===== src/rtl/fir_pkg.sv =====
// Shared types and width helpers for the DA FIR core.
// Holds the FSM encoding and the output width derivation.
package fir_pkg;

    typedef enum logic [1:0] {
        IDLE = 2'd0,
        CALC = 2'd1,
        HOLD = 2'd2
    } state_t;

    function automatic int clog2(input int v);
        int r;
        r = 0;
        for (int i = 0; i < 31; i++) begin
            if ((1 << i) < v) r = i + 1;
        end
        return r;
    endfunction

    function automatic int out_width(input int dw, input int cw, input int taps);
        return dw + cw + clog2(taps);
    endfunction

endpackage


===== src/rtl/fir_da_lut.sv =====
// One DA partition: masked sum of LUT_IN signed coefficients.
// Purely combinational; the select is one bit-slice of the delay line.
module fir_da_lut
    import fir_pkg::*;
#(
    parameter int LUT_IN = 4,
    parameter int COEF_W = 16
) (
    input  logic [LUT_IN-1:0]                    sel,
    input  logic [LUT_IN-1:0][COEF_W-1:0]        coef,
    output logic signed [COEF_W+clog2(LUT_IN)-1:0] psum
);

    localparam int SUM_W = COEF_W + clog2(LUT_IN);

    // add the sign-extended coefficients whose select bit is set
    always_comb begin
        psum = '0;
        for (int i = 0; i < LUT_IN; i++) begin
            if (sel[i]) psum = psum + SUM_W'($signed(coef[i]));
        end
    end

endmodule


===== src/rtl/fir_da_param.sv =====
// Bit-serial distributed-arithmetic FIR with loadable coefficients.
// One sample per handshake, MSB-first, full-precision result.
module fir_da_param
    import fir_pkg::*;
#(
    parameter int DATA_W = 16,
    parameter int COEF_W = 16,
    parameter int TAPS   = 16,
    parameter int LUT_IN = 4,
    parameter int OUT_W  = out_width(DATA_W, COEF_W, TAPS)
) (
    input  logic                     clk,
    input  logic                     areset_n,
    input  logic [DATA_W-1:0]        in_data,
    input  logic                     in_valid,
    output logic                     in_ready,
    output logic signed [OUT_W-1:0]  out_data,
    output logic                     out_valid,
    input  logic                     out_ready,
    input  logic                     coef_we,
    input  logic [clog2(TAPS)-1:0]   coef_addr,
    input  logic [COEF_W-1:0]        coef_data,
    input  logic                     clear,
    output logic                     busy
);

    localparam int NPART = TAPS / LUT_IN;
    localparam int CW    = (clog2(DATA_W) < 1) ? 1 : clog2(DATA_W);
    localparam int SUM_W = COEF_W + clog2(LUT_IN);
    localparam int P_W   = COEF_W + clog2(TAPS);

    state_t state_q, state_d;

    logic [TAPS-1:0][DATA_W-1:0] x_q;
    logic [TAPS-1:0][COEF_W-1:0] coef_q;
    logic [CW-1:0]               cnt_q;
    logic signed [OUT_W-1:0]     acc_q;

    logic                        accept;
    logic                        coef_ok;
    logic                        clr_ok;
    logic                        finish;
    logic                        release_out;

    logic [TAPS-1:0]             bsel;
    logic signed [SUM_W-1:0]     psum [NPART];
    logic signed [P_W-1:0]       p_sum;
    logic signed [OUT_W-1:0]     p_ext;
    logic signed [OUT_W-1:0]     acc_next;
    logic                        first;

    assign busy = (state_q != IDLE);

    // gather bit cnt of every tap into the DA select vector
    always_comb begin
        bsel = '0;
        for (int k = 0; k < TAPS; k++) begin
            bsel[k] = x_q[k][cnt_q];
        end
    end

    for (genvar g = 0; g < NPART; g++) begin : g_part
        fir_da_lut #(
            .LUT_IN (LUT_IN),
            .COEF_W (COEF_W)
        ) u_lut (
            .sel  (bsel[g*LUT_IN +: LUT_IN]),
            .coef (coef_q[g*LUT_IN +: LUT_IN]),
            .psum (psum[g])
        );
    end

    // sum partitions; sign bit is subtracted, others shift-and-add
    always_comb begin
        p_sum = '0;
        for (int g = 0; g < NPART; g++) begin
            p_sum = p_sum + P_W'(psum[g]);
        end
        p_ext    = OUT_W'(p_sum);
        first    = (cnt_q == CW'(DATA_W - 1));
        acc_next = first ? -p_ext : (acc_q <<< 1) + p_ext;
    end

    // state register
    always_ff @(posedge clk or negedge areset_n) begin
        if (!areset_n) state_q <= IDLE;
        else           state_q <= state_d;
    end

    // next state and handshake/control decode
    always_comb begin
        state_d     = state_q;
        in_ready    = 1'b0;
        accept      = 1'b0;
        coef_ok     = 1'b0;
        clr_ok      = 1'b0;
        finish      = 1'b0;
        release_out = 1'b0;
        unique case (state_q)
            IDLE: begin
                in_ready = 1'b1;
                coef_ok  = coef_we;
                clr_ok   = clear;
                if (in_valid) begin
                    accept  = 1'b1;
                    state_d = CALC;
                end
            end
            CALC: begin
                if (cnt_q == '0) begin
                    finish  = 1'b1;
                    state_d = HOLD;
                end
            end
            HOLD: begin
                in_ready = out_ready;
                if (out_ready) begin
                    release_out = 1'b1;
                    accept      = in_valid;
                    state_d     = in_valid ? CALC : IDLE;
                end
            end
            default: state_d = IDLE;
        endcase
    end

    // delay line: optional clear, then shift in the accepted sample
    always_ff @(posedge clk or negedge areset_n) begin
        if (!areset_n) begin
            x_q <= '0;
        end else if (accept) begin
            if (clr_ok) begin
                x_q    <= '0;
                x_q[0] <= in_data;
            end else begin
                x_q <= {x_q[TAPS-2:0], in_data};
            end
        end else if (clr_ok) begin
            x_q <= '0;
        end
    end

    // coefficient bank, writable only while idle
    always_ff @(posedge clk or negedge areset_n) begin
        if (!areset_n) begin
            coef_q <= '0;
        end else if (coef_ok) begin
            coef_q[coef_addr] <= coef_data;
        end
    end

    // bit counter and accumulator
    always_ff @(posedge clk or negedge areset_n) begin
        if (!areset_n) begin
            cnt_q <= '0;
            acc_q <= '0;
        end else if (accept) begin
            cnt_q <= CW'(DATA_W - 1);
            acc_q <= '0;
        end else if (state_q == CALC) begin
            acc_q <= acc_next;
            if (cnt_q != '0) cnt_q <= cnt_q - 1'b1;
        end
    end

    // output register, held until the downstream handshake
    always_ff @(posedge clk or negedge areset_n) begin
        if (!areset_n) begin
            out_data  <= '0;
            out_valid <= 1'b0;
        end else if (finish) begin
            out_data  <= acc_next;
            out_valid <= 1'b1;
        end else if (release_out) begin
            out_valid <= 1'b0;
        end
    end

endmodule


===== config.mk =====
export PLATFORM = sky130hd
export DESIGN_NAME = fir_da_param
export DESIGN_NICKNAME = d
export VERILOG_FILES = /design/src/rtl/fir_pkg.sv /design/src/rtl/fir_da_lut.sv /design/src/rtl/fir_da_param.sv
export SDC_FILE = /design/constraint.sdc
export NUM_CORES = 2
export LEC_CHECK = 0
export ABC_CLOCK_PERIOD_IN_PS = 17590
export BUFFER_PORTS_ARGS = -buffer_cell sky130_fd_sc_hd__buf_2
export CAP_MARGIN = 10
export CORE_UTILIZATION = 65
export CTS_CLUSTER_SIZE = 24
export DETAILED_ROUTE_END_ITERATION = 8
export MAX_ROUTING_LAYER = met4
export PLACE_DENSITY = 0.82
export SLEW_MARGIN = 20
export SYNTH_ARGS = -nofsm -noshare
export SYNTH_HDL_FRONTEND = slang
export SYNTH_HIERARCHICAL = 1
export SYNTH_SLANG_ARGS = --single-unit

===== constraint.sdc =====
create_clock -name clk -period 17.59 [get_ports clk]
set_input_delay 1.759 -clock clk [delete_from_list [all_inputs] [get_ports clk]]
set_output_delay 1.759 -clock clk [all_outputs]
set_load 0.05 [all_outputs]

==> impl_metrics.tcl <==
set metrics [dict create \
    rsz0062_at_grt "no" \
    critPathCaptureType "flip-flop" \
    grt-ovfl-total 0 \
    die_h_um 256.9 \
    hold_depth 2 \
    ant_nets 0 \
    dr.pass1.iters 9 \
    ys_seq_area_frac 0.3497 \
    cts_tree "built" \
    min_path_type "reg -> reg" \
    grt_usage 0.3470 \
    status "completed" \
    vias 34899 \
    yosysUniqueCellTypes 107 \
    ys.warnings.count 6 \
    syn_inst 4593 \
    path_clk_slew_ns 0.06 \
    rr_endpoint "acc_q[33]" \
    slew_viol_final 0 \
    vdd.ir_drop.worst_uv 210.7 \
    maxSlewHeadroom 0.2437 \
    die_w_um 256.9 \
    ys_ff_latch 590 \
    synth_ff_type "dfrtp_1" \
    grt_pass1_wl_um 179700 \
    hold_end "out_data[19]" \
    clkSinkCount 590 \
    fin_util 0.7027 \
    period_needed_ns 14.64 \
    grt_max_degree 219 \
    critical_path_class "reg -> reg" \
    synth_edf_count 0 \
    fin_skew_ns 0.02840 \
    power.density_mw_per_mm2 151.9 \
    syn_area_per_cell_um2 9.192 \
    place.gp.congestion 0.9599 \
    yosysTopAreaCell "dfrtp_1" \
    synth.most_common_cell "nand2_1" \
    finalHoldViolations 0 \
    core_mm2 0.06435 \
    fin_area_mm2 0.04521 \
    place_ws_ns 3.177 \
    initial_utilization 0.6561 \
    critPathArrivalTime_ns 15.12 \
    fin_nets 4869 \
    yosysTopAreaCellShare 0.3497 \
    clockBufferDepth 3 \
    slowest_delay_ns 0.79 \
    dp_hpwl_um 76210 \
    clk_latency_ns 0.65 \
    synth_area_leaders "dfrtp_1 35%, mux2_2 8.4%, ha_1 7.3%, nand2_1 7.1%, a21oi_1 5.7%" \
    cts_root_buf "clkbuf_16" \
    fin_cells 5431 \
    slowest_stage "mux4_2" \
    die_area_mm2 0.06598 \
    dpl.cell_count 5314 \
    grt_pass1_vias 34033 \
    regArea_mm2 0.01477 \
    numCtsBuffers 68 \
    r2r_cells 49 \
    power.leakage_nw 21.39 \
    reg2reg_slack_ns 2.95 \
    hp-start "out_data[19]" \
    cts_setup_buffers 0 \
    finalCritPeriodShare 0.8324 \
    dpl_cell_area_mm2 0.04302 \
    setup-tns-final_ns 0 \
    max_cap_violations 0 \
    postCtsHoldBufs 0 \
    syn-num-nets 4933 \
    pin_count 81 \
    wl_per_cell_um 20.30 \
    synthToLayoutAreaGrowth_pct 7.095 \
    drt_iter0_drc 3188 \
    synthTopCellsByCount "795 x nand2_1, 590 x dfrtp_1, 482 x a21oi_1" \
    multi_input_area_mm2 0.02567 \
    finalSetupViolCount 0 \
    rows 93 \
    routed_wirelength_um 110300 \
    crit_fanout 29 \
    antenna_found_initial 3 \
    synthArstFlopShare 1.000 \
    vias_per_cell 6.426 \
    path_common_cell "ha_1" \
    drcViolationCount 0 \
    r2r_start "cnt_q[0]" \
    setup_ws_ns 2.948 \
    drive_gt1_frac 0.1506 \
    startpoint_type "flip-flop" \
    portBuffers 80 \
    required_ns 18.07 \
    tightest_slew_ns 1.134 \
    fmax_ghz 0.06830 \
    synth.cell_area_mm2 0.04222 \
    fillCellCount 4822 \
    htree_levels 3 \
    cts_resized 0 \
]
==> routing by layer <==
layer | GRT usage | up-vias | share of wire
li1 | - | 16238 | -
met5 | - | - | 0
met2 | 0.5568 | 1133 | 0.48
met3 | 0.04472 | 266 | 0.055
met4 | 0.1442 | 0 | 0.044
met1 | 0.4459 | 17262 | 0.42
==> kinds of logic (layout without fill, tap and decap cells) <==
logic type,after synthesis,after routing,share of synthesized area
multiplexers,423,423,0.1335
other,0,2,0
AO/OA/AOI/OAI,1194,1194,0.1807
AND/OR/NAND/NOR,1408,1408,0.1509
adder cells (fa/ha/maj),303,303,0.09851
flip-flops,590,590,0.3497
XOR/XNOR,201,201,0.04318
buffers and inverters,474,455,0.04345
==> state kept, by name, summed over array words and instances, names as in the netlist <==
| name | cells |
|---|---|
| cnt_q | 4 |
| coef_q | 256 |
| out_valid | 1 |
| x_q | 256 |
| out_data | 36 |
| acc_q | 35 |
| state_q | 2 |
==> worst max-delay path by stage <==
| stage | start | endpoint |
|---|---|---|
| global placement | cnt_q[0] | acc_q[33] |
| CTS | cnt_q[0] | acc_q[33] |
| detailed placement | cnt_q[0] | acc_q[33] |
| floorplan | cnt_q[0] | acc_q[34] |
| finish | cnt_q[0] | acc_q[33] |
| global route | cnt_q[0] | out_data[35] |
==> layout make-up <==
class	instances	area share
multi-input cells	3529	0.5676
flip-flops and latches	590	0.3267
clock buffers	89	0.04137
well taps	855	0.02366
inverters	234	0.01943
repair buffers	106	0.01422
clock inverters	26	0.006863
diodes	2	0.0001107
==> worst max-delay path: cells and delay by family (launching register included) <==
kind	cells	cell delay (ns)
AOI/OAI and AO/OA	17	4.65
xor gates and xnor gates	2	0.32
adders and majority gates	9	3.48
buffers and inverters	5	1.15
DFF	1	0.72
muxes	3	1.64
and+or+nand+nor	13	2.46
==> through the flow <==
stage | power, W | hold WS, ns
floorplan | 0.004640 | 0.4728
global placement | 0.005328 | 0.4593
detailed placement | 0.005417 | 0.4578
CTS | 0.006848 | 0.4729
global route | 0.007305 | 0.4989
finish | 0.006867 | 0.4685
==> cells in the final DEF, fill, tap and decap left out, types with 31 or more instances in the layout <==
cell,instances
nand2b_1,32
mux2_2,316
buf_2,79
nor2_1,161
nor3_1,51
ha_1,248
a21o_1,94
nand2_1,794
o21a_1,52
nand3_1,107
o21bai_1,32
o211ai_1,35
a211oi_1,36
and2_1,56
inv_1,228
xnor2_1,121
a31oi_1,43
dfrtp_1,588
mux4_2,80
fa_1,50
nor2b_1,33
clkbuf_16,68
or3_1,31
a21oi_1,482
xor2_1,75
o21ai_0,184
==> where the power goes <==
part | switching (W) | leakage (nW) | internal (W)
Combinational | 0.00210 | 12.4 | 0.00137
Clock | 0.000608 | 1.08 | 0.000789
Sequential | 0.000299 | 7.94 | 0.00170
Total | 0.00300 | 21.4 | 0.00386
(Power assumes the default switching activity.)
